==> config.mk <==
export PLATFORM = sky130hd
export DESIGN_NAME = register_bank_write_arbiter_flat
export DESIGN_NICKNAME = d
export VERILOG_FILES = /design/src/rtl/register_bank_write_arbiter_pkg.sv /design/src/rtl/register_bank_write_arbiter_if.sv /design/src/rtl/register_bank_write_arbiter_rr_arbiter2.sv /design/src/rtl/register_bank_write_arbiter.sv /design/src/flat_wrapper.sv
export SDC_FILE = /design/constraint.sdc
export NUM_CORES = 1
export LEC_CHECK = 0
export CORE_MARGIN = 5
export CORE_UTILIZATION = 40
export DETAILED_ROUTE_END_ITERATION = 16
export PLACE_DENSITY = 0.86
export REMOVE_ABC_BUFFERS = 1
export SYNTH_ARGS = -nofsm -noshare
export SYNTH_HDL_FRONTEND = slang
export SYNTH_SLANG_ARGS = --single-unit
==> constraint.sdc <==
create_clock -name ClkN -period 1.87 [get_ports ClkN]
set_input_delay 0.561 -clock ClkN [delete_from_list [all_inputs] [get_ports ClkN]]
set_output_delay 0.561 -clock ClkN [all_outputs]
set_load 0.1 [all_outputs]
==> src/rtl/register_bank_write_arbiter_pkg.sv <==
// rtl/register_bank_write_arbiter_pkg.sv - shared defaults and grant encoding for bank write arbiters
package register_bank_write_arbiter_pkg;

  localparam int DEFAULT_WIDTH = 8;
  localparam int DEFAULT_NREG  = 4;
  localparam int DEFAULT_ADDRW = 2;

  // Encoding of which writer was granted most recently
  typedef enum logic {
    GRANT_A = 1'b0,
    GRANT_B = 1'b1
  } grant_t;

endpackage

==> src/rtl/register_bank_write_arbiter_if.sv <==
// rtl/register_bank_write_arbiter_if.sv - two-writer request bus plus shared bank drive signals
interface register_bank_write_arbiter_if #(
  parameter int WIDTH = 8,
  parameter int NREG  = 4,
  parameter int ADDRW = 2
) ();

  logic             ReqA;
  logic [ADDRW-1:0] AddrA;
  logic [WIDTH-1:0] DataA;
  logic             AckA;

  logic             ReqB;
  logic [ADDRW-1:0] AddrB;
  logic [WIDTH-1:0] DataB;
  logic             AckB;

  logic [WIDTH-1:0] Dout;
  logic [NREG-1:0]  Enbar;
  logic             Err;

  // Arbiter side: consumes requests, drives acks and the bank
  modport master (
    input  ReqA, AddrA, DataA, ReqB, AddrB, DataB,
    output AckA, AckB, Dout, Enbar, Err
  );

  // Writer/bank side
  modport slave (
    output ReqA, AddrA, DataA, ReqB, AddrB, DataB,
    input  AckA, AckB, Dout, Enbar, Err
  );

endinterface

==> src/rtl/register_bank_write_arbiter_rr_arbiter2.sv <==
// rtl/register_bank_write_arbiter_rr_arbiter2.sv - combinational two-way round-robin grant
module rr_arbiter2
  import register_bank_write_arbiter_pkg::*;
(
  input  logic       eligA,
  input  logic       eligB,
  input  grant_t     grantLast,
  output logic [1:0] grant
);

  // A wins when alone or when B was served last; B symmetrically
  assign grant[0] = eligA & (~eligB | (grantLast == GRANT_B));
  assign grant[1] = eligB & (~eligA | (grantLast == GRANT_A));

endmodule

==> src/rtl/register_bank_write_arbiter.sv <==
// rtl/register_bank_write_arbiter.sv - round-robin arbiter sharing one negedge register bank between two writers
module register_bank_write_arbiter
  import register_bank_write_arbiter_pkg::*;
#(
  parameter int WIDTH = DEFAULT_WIDTH,
  parameter int NREG  = DEFAULT_NREG,
  parameter int ADDRW = DEFAULT_ADDRW
) (
  input logic ClkN,
  input logic Clr,
  register_bank_write_arbiter_if.master bus
);

  logic             ackA;
  logic             ackB;
  logic             err;
  logic [WIDTH-1:0] dout;
  logic [NREG-1:0]  enbar;
  grant_t           grantLast;

  logic             eligA;
  logic             eligB;
  logic [1:0]       grant;
  logic [ADDRW-1:0] selAddr;
  logic [WIDTH-1:0] selData;
  logic             inRange;
  logic [NREG-1:0]  enbarDec;

  // A writer acked on the previous edge is still holding its old request; skip it once
  assign eligA = bus.ReqA & ~ackA;
  assign eligB = bus.ReqB & ~ackB;

  rr_arbiter2 uArb (
    .eligA     (eligA),
    .eligB     (eligB),
    .grantLast (grantLast),
    .grant     (grant)
  );

  // Select the granted writer's address/data and decode it to a one-hot active-low enable
  always_comb begin
    selAddr  = grant[1] ? bus.AddrB : bus.AddrA;
    selData  = grant[1] ? bus.DataB : bus.DataA;
    inRange  = (32'(selAddr) < NREG);
    enbarDec = '1;
    for (int i = 0; i < NREG; i++) begin
      if (32'(selAddr) == i) begin
        enbarDec[i] = 1'b0;
      end
    end
  end

  // Output registers; reset drops any pending load enable immediately
  always_ff @(negedge ClkN or posedge Clr) begin
    if (Clr) begin
      ackA      <= 1'b0;
      ackB      <= 1'b0;
      err       <= 1'b0;
      dout      <= '0;
      enbar     <= '1;
      grantLast <= GRANT_B;
    end else if (grant != 2'b00) begin
      ackA      <= grant[0];
      ackB      <= grant[1];
      grantLast <= grant[1] ? GRANT_B : GRANT_A;
      if (inRange) begin
        dout  <= selData;
        enbar <= enbarDec;
        err   <= 1'b0;
      end else begin
        enbar <= '1;
        err   <= 1'b1;
      end
    end else begin
      ackA  <= 1'b0;
      ackB  <= 1'b0;
      err   <= 1'b0;
      enbar <= '1;
    end
  end

  assign bus.AckA  = ackA;
  assign bus.AckB  = ackB;
  assign bus.Err   = err;
  assign bus.Dout  = dout;
  assign bus.Enbar = enbar;

endmodule

==> src/flat_wrapper.sv <==
// flat-port wrapper written by rule: the top's interface ports become plain ports
module register_bank_write_arbiter_flat import register_bank_write_arbiter_pkg::*;
#(
  parameter int WIDTH = DEFAULT_WIDTH,
  parameter int NREG  = DEFAULT_NREG,
  parameter int ADDRW = DEFAULT_ADDRW
)
  (ClkN, Clr, bus_ReqA, bus_AddrA, bus_DataA, bus_ReqB, bus_AddrB, bus_DataB, bus_AckA, bus_AckB, bus_Dout, bus_Enbar, bus_Err);
  register_bank_write_arbiter_if #(.WIDTH(WIDTH), .NREG(NREG), .ADDRW(ADDRW)) bus_i ();
  input logic ClkN;
  input logic Clr;
  input wire logic [$bits(bus_i.ReqA)-1:0] bus_ReqA;
  input wire logic [$bits(bus_i.AddrA)-1:0] bus_AddrA;
  input wire logic [$bits(bus_i.DataA)-1:0] bus_DataA;
  input wire logic [$bits(bus_i.ReqB)-1:0] bus_ReqB;
  input wire logic [$bits(bus_i.AddrB)-1:0] bus_AddrB;
  input wire logic [$bits(bus_i.DataB)-1:0] bus_DataB;
  output wire logic [$bits(bus_i.AckA)-1:0] bus_AckA;
  output wire logic [$bits(bus_i.AckB)-1:0] bus_AckB;
  output wire logic [$bits(bus_i.Dout)-1:0] bus_Dout;
  output wire logic [$bits(bus_i.Enbar)-1:0] bus_Enbar;
  output wire logic [$bits(bus_i.Err)-1:0] bus_Err;
  assign bus_i.ReqA = bus_ReqA;
  assign bus_i.AddrA = bus_AddrA;
  assign bus_i.DataA = bus_DataA;
  assign bus_i.ReqB = bus_ReqB;
  assign bus_i.AddrB = bus_AddrB;
  assign bus_i.DataB = bus_DataB;
  assign bus_AckA = bus_i.AckA;
  assign bus_AckB = bus_i.AckB;
  assign bus_Dout = bus_i.Dout;
  assign bus_Enbar = bus_i.Enbar;
  assign bus_Err = bus_i.Err;
  register_bank_write_arbiter #(.WIDTH(WIDTH), .NREG(NREG), .ADDRW(ADDRW)) u_core (.ClkN(ClkN), .Clr(Clr), .bus(bus_i));
endmodule
## Yosys cells after proc, flatten, opt, wreduce, memory -nomap -nowiden

Cells that the tools add are included.

| storage, ports and cells | value |
|---|---|
| input bits | 24 |
| memory bits (writable) | 0 |
| output and inout bits | 15 |
| ROM bits | 0 |
| logic and storage cells | 31 |
| memories kept | 0 |
| latch bits | 0 |
| register bits | 15 |

| cells by class | value |
|---|---|
| div/mod/pow operators | 0 |
| mux-type cells | 10 |
| $add $sub $neg | 0 |
| bitwise operators | 11 |
| order comparisons | 0 |
| $mul | 0 |
| eq/ne operators | 3 |
| shifts and indexed selects | 0 |
| reductions and logical operators | 2 |

Operators by type and width:

| cell | count |
|---|---|
| two-way mux 8 bit | 1 |
| two-way mux 1 bit | 7 |
| NOT 1 bit | 5 |
| bitwise AND 1 bit | 4 |
| == test 2 bit (second input constant) | 2 |
| two-way mux 4 bit | 1 |
| == test 2 x 1 -> 1 bit (second input constant) | 1 |
| logical NOT 2 bit | 1 |
| two-way mux 2 bit | 1 |
| OR 1 bit | 2 |
| nonzero test 2 bit | 1 |

## Depth between registers and ports, before layout

| logic depth | value |
|---|---|
| depth in word-level cells | 9 |
| gate-level depth with buffers | 5 |
| depth with buffers taken out | 3 |

## By module

Synthesis repeated with hierarchy kept, for this count alone.

| second synthesis, totals | value |
|---|---|
| cells, all modules | 67 |
| area total of the unflattened synthesis | 699.4 um^2 |

By module, submodules not included:

| module | cells each | area each (um^2) | times used | sequential area each (um^2) |
|---|---|---|---|---|
| register_bank_write_arbiter | 64 | 680.7 | 1 | 381.6 |
| rr_arbiter2 | 3 | 18.8 | 1 | 0.0 |

==> run summary <==
ys flop type -> dfrtn_1
Static Leakage -> 0.644 nW
drt wl/cell -> 18.6 um
Placer Congestion -> 0.749
nets -> 135
antenna viol nets, final -> 0
CTS tree -> built
CP max stage delay -> 0.54 ns
Pwr Total -> 1.55 mW
Cell Area, Synth -> 713 um^2
Mapped Cells -> 56
DPL Wire Length -> 1900 um
Multi-input gate area -> 324 um^2
mux contribution to synthesized area -> 0%
die height -> 52.2 um
outcome -> finished, violations left
first-pass GRT wire length -> 3970 um
skew final -> 0.0688 ns
H-tree levels -> 1
Initial Utilization -> 41.8%
CTS Buf Count -> 3
Vias/cell -> 5.23
die area -> 2730 um^2
Clk network pwr share -> 15.2%
Hold WC Path Type -> reg -> reg
Largest delay share family, worst path -> flip-flops
row count -> 15
setup TNS -> -11.67 ns
Logic pwr share -> 55.4%
adder-cell share of the synthesized area -> 0%
Reg power frac -> 29.4%
Final setup viols -> 26
DP Worst Slack -> -1.12 ns
layout cell share with drive strength beyond 1 -> 41.8%
switching fraction of total power -> 46.1%
Area contributors post-synth -> dfrtn_1 (35%), dfstp_2 (18%), a221o_1 (11%)
Routed WL -> 2510 um
most instantiated cells after synthesis -> dfrtn_1 (10), a221o_1 (8), nor3b_1 (8)
CORE AREA -> 1710 um^2
RSZ-0062 raised after global routing -> true
met3 Use GR -> 3.13%
xor and xnor fraction of the mapped netlist area -> 0%
critical-path maximum fanout -> 1
drt pass-1 iters -> 4
Antenna Cells -> 0
WS Path Type -> reg -> out
DR iter-0 viols -> 12
most frequent cell after synthesis -> dfrtn_1
final hold slack -> 0.571 ns
NetSw -> 0.716 mW
Root Driver -> clkbuf_4
GRT Util Overall -> 20.9%
Worst-Skew Late Latency -> 0.36 ns
port bufs -> 37
fill cell count -> 84
cell chain of the critical path -> buf_12
synthesized flop and latch total -> 15
Worst Setup End Kind -> primary output
yosys warns -> 0
Top Usage Layer GRT -> met2
met1 GRT Util -> 22.5%
Cell Int Power -> 0.838 mW
worst setup margin -> -0.699 ns
CP required -> 1.31 ns
die width -> 52.2 um
maxcap violations -> 0
largest family of logic cells by synthesized area -> compound AO/OA/AOI/OAI gates
startpoint types -> flop
routed via count -> 706
Post-synth EDFFs -> 0
failing checks -> negative setup slack
Synth Area in Simple Gates -> 15.4%
Clock transition at path regs -> 0.05 ns
Clock Sinks -> 15
I/O pins -> 39
FF+latch area -> 382 um^2
Netlist cell types -> 17
async set-or-reset flop fraction in the synthesized netlist -> 100%
CP Buf/Inv Count -> 1
Pins Over Slew Limit -> 0
grt met2 use -> 39.5%
CTS max path bufs -> 2
cell taking the most area after synthesis -> dfrtn_1
syn_area_per_cell -> 12.7 um^2
Worst VDD drop -> 752 uV
final hold violation count -> 0
Worst EP arrival -> 2.01 ns
compound-gate portion of the synthesized area -> 21.1%
cell area power density -> 1090 nW/um^2
antenna violations before repair -> 0
Area growth, synth to finish -> 99.1%
# DRC -> 0
post-synthesis sequential area ratio -> 53.5%
Crit-path slowest cell -> dfstp_2
GRT overflow -> 0
Synth top area share -> 35.1%
hold buffers post-CTS -> 0
vias in the first global route -> 809
largest net degree at the start of global routing -> 9
==> flip-flops by register name (all words and copies together), names as in the netlist <==
signal / flops
u_core.bus.AckA: 1
u_core.bus.AckB: 1
u_core.bus.Dout: 8
u_core.bus.Enbar: 4
u_core.grantLast: 1
==> metrics by stage <==
step / cells / instance area, um^2 / util, %
6_report: 135 / 1420 / 83.2
5_1_grt: 135 / 1420 / 83.2
4_1_cts: 133 / 1400 / 82.1
3_5_place_dp: 122 / 1270 / 74.6
3_3_place_gp: 122 / 1270 / 74.6
2_1_floorplan: 51 / 664 / -
==> path summary, 6_finish.rpt <==
check	to	slack [ns]	cells past startpoint	from
worst max register to register	u_core.bus.Dout[6]	0.23	7	u_core.bus.AckA
worst max-delay path	bus_Enbar[0]	-0.70	1	u_core.bus.Enbar[0]
worst min register to register	u_core.grantLast	0.57	1	u_core.grantLast
max in group asynchronous	u_core.bus.Dout[4]	0.12	3	Clr
min in group asynchronous	u_core.bus.Dout[7]	1.54	3	Clr
worst min-delay path	u_core.grantLast	0.57	1	u_core.grantLast
==> final cells by class <==
cell class	instances	area share [%]
clock buffers	4	1.85
clock inverters	5	1.32
inverters	4	1.06
multi-input cells	32	22.8
flip-flops and latches	15	26.9
well taps	25	2.20
repair buffers	50	43.9
==> repair_timing <==
action | in CTS | in global routing
buffers inserted | 2 | 3
resized for setup | 22 | 2
cloned | 1 | 0
pin swaps | 13 | 1
endpoints found under the setup margin | 29 | 28
==> power groups by stage <==
stage	registers (mW)	clock network (mW)	logic, mW
final	0.457	0.236	0.860
after global routing	0.463	0.258	0.887
after detailed placement	0.457	0.0199	0.808
after floorplan	0.788	0.0199	0.117
after CTS	0.456	0.236	0.849
after global placement	0.453	0.0199	0.790
==> cells in the final DEF, fill, tap and decap left out, drive strengths merged <==
cell / n
nor3b: 8
a21oi: 1
dfrtn: 10
conb: 1
a21boi: 2
nor2b: 4
a221o: 8
dlygate4sd2: 2
dfstp: 5
buf: 29
clkdlybuf4s50: 19
nor2: 1
inv: 9
clkbuf: 4
a32oi: 4
or2b: 1
a21o: 1
and2: 1
==> metal layers <==
| metal | part of all wire [%] | vias to the layer above | wire length [um] |
|---|---|---|---|
| li1 | - | 314 | - |
| met1 | 39 | 352 | 967 |
| met3 | 3.2 | 9 | 81 |
| met4 | 3.0 | 0 | 76 |
| met2 | 55 | 31 | 1390 |
| met5 | 0 | - | 0 |
==> cells by family (layout without fill, tap and decap cells) <==
group,Yosys count,count (layout)
simple gates,15,15
flops,15,15
other cells,1,1
compound gates,15,16
buf+inv,10,63
(Power assumes the default switching activity.)
==> edit 1: new RTL, config.mk and constraints unchanged <==
The package constant `DEFAULT_WIDTH` goes from 8 to 9.
--- a/src/rtl/register_bank_write_arbiter_pkg.sv
+++ b/src/rtl/register_bank_write_arbiter_pkg.sv
@@ -1,7 +1,7 @@
 // rtl/register_bank_write_arbiter_pkg.sv - shared defaults and grant encoding for bank write arbiters
 package register_bank_write_arbiter_pkg;
 
-  localparam int DEFAULT_WIDTH = 8;
+  localparam int DEFAULT_WIDTH = 9;
   localparam int DEFAULT_NREG  = 4;
   localparam int DEFAULT_ADDRW = 2;
 
Ports: changed (resized bus_DataA, bus_DataB and bus_Dout); port bits go from 39 to 42. The function was not compared with the original's and may differ.
==> edit 1 against the unedited design <==
Sequential cell count up 1. First-iteration DRC count rose to 3.1 times the old value. Critical path depth unchanged. Worst setup slack worse by 0.057 ns. Cell area up 14%. The run still ends with setup timing left. Synthesized area up 8.1%. Non-clock buffer count up 8. Core utilization up 7.9 points. Clock skew up 0.019 ns. Routed wire length up 49%. Largest cell class unchanged. Total power up 17%.
==> edit 1: results (changes against the unedited design) <==
Area contributors post-synth: dfrtn_1, dfstp_2, nor3b_1 (was dfrtn_1, dfstp_2, a221o_1)
share of cells above drive strength 1: 53.7% (was 41.8%)
Largest register FFs: 9 (was 8)
DP HPWL: 1.88 mm (was 1.90 mm)
mean routed wirelength per cell: 25.7 um (was 18.6 um)
final non-filler cell total: 146 (was 135)
FILL cells: 66 (was 84)
# port buffers: 40 (was 37)
TNS Setup: -14.22 ns (was -11.67 ns)
violated checks: setup timing (unchanged)
GRT Total Usage: 24.8% (was 20.9%)
Worst Reg-to-Reg Cells: 6 (was 7)
Sw Share: 47.8% (was 46.1%)
Yosys cell types: 18 (was 17)
met2 WL post-DR: 1.87 mm (was 1.39 mm)
first-pass GRT wire length: 4.75 mm (was 3.97 mm)
area of the multi-input gates: 393 sq um (was 324 sq um)
Synth Area in Compound Gates: 21.4% (was 21.1%)
post-layout util: 91.1% (was 83.2%)
Setup WS pre-CTS: -1.04 ns (was -1.12 ns)
Avg Cell Area, Syn: 13.1 sq um (was 12.7 sq um)
outcome: finished, violations left (unchanged)
P_clk: 0.301 mW (was 0.236 mW)
top post-synthesis cells by count: dfrtn_1, nor3b_1, a221o_1, dfstp_2, inv_1 (was dfrtn_1, a221o_1, nor3b_1, dfstp_2, inv_1)
GR met2 Demand/Resource: 43.3% (was 39.5%)
Signal buffers: 58 (was 50)
slowest stage delay, CP: 0.56 ns (was 0.54 ns)
worst IR drop on VDD: 0.835 mV (was 0.752 mV)
comb_multi_in: 34 (was 32)
Die ar.: 2900 sq um (was 2730 sq um)
critical path arrival: 2.07 ns (was 2.01 ns)
Setup WS post-layout: -0.756 ns (was -0.699 ns)
routed wl met3: 277 um (was 81 um)
met1 GRT Util: 25.0% (was 22.5%)
placed cell areas: 1400 sq um (was 1270 sq um)
routability cong.: 0.782 (was 0.749)
Setup violations, final: 31 (was 26)
vias in the first global route: 912 (was 809)
register fraction of the total cell area: 25.0% (was 26.9%)
Power Total: 1.81 mW (was 1.55 mW)
largest net degree at the start of global routing: 10 (was 9)
clock-pin slew on the worst setup and hold paths: 0.07 ns (was 0.05 ns)
==> edit 1: timing repair <==
action,in CTS,in global routing
setup buffers,5,3
cloned,1,0
setup endpoints to repair,31,31
hold buffers,0,0
gates resized for setup,22,15
pin swaps,9,12
==> edit 1: cell families after synthesis <==
family,count (synthesis)
AND/OR/NAND/NOR,16
other,1
flip-flops,16
AO/OA/AOI/OAI,16
buffers and inverters,10
==> edit 1: final timing paths <==
kind,to,slack [ns],start
worst max register to register,u_core.bus.Dout[4]$_DFFE_NP0N_,0.16,u_core.bus.AckA$_DFF_NP0_
worst max-delay path,bus_Enbar[0],-0.76,u_core.bus.Enbar[0]$_DFF_NP1_
max in group asynchronous,u_core.bus.Dout[8]$_DFFE_NP0N_,0.20,Clr
worst min register to register,u_core.grantLast$_DFFE_NP1N_,0.57,u_core.grantLast$_DFFE_NP1N_
worst min-delay path,u_core.grantLast$_DFFE_NP1N_,0.57,u_core.grantLast$_DFFE_NP1N_
min in group asynchronous,u_core.bus.Dout[7]$_DFFE_NP0N_,1.38,Clr
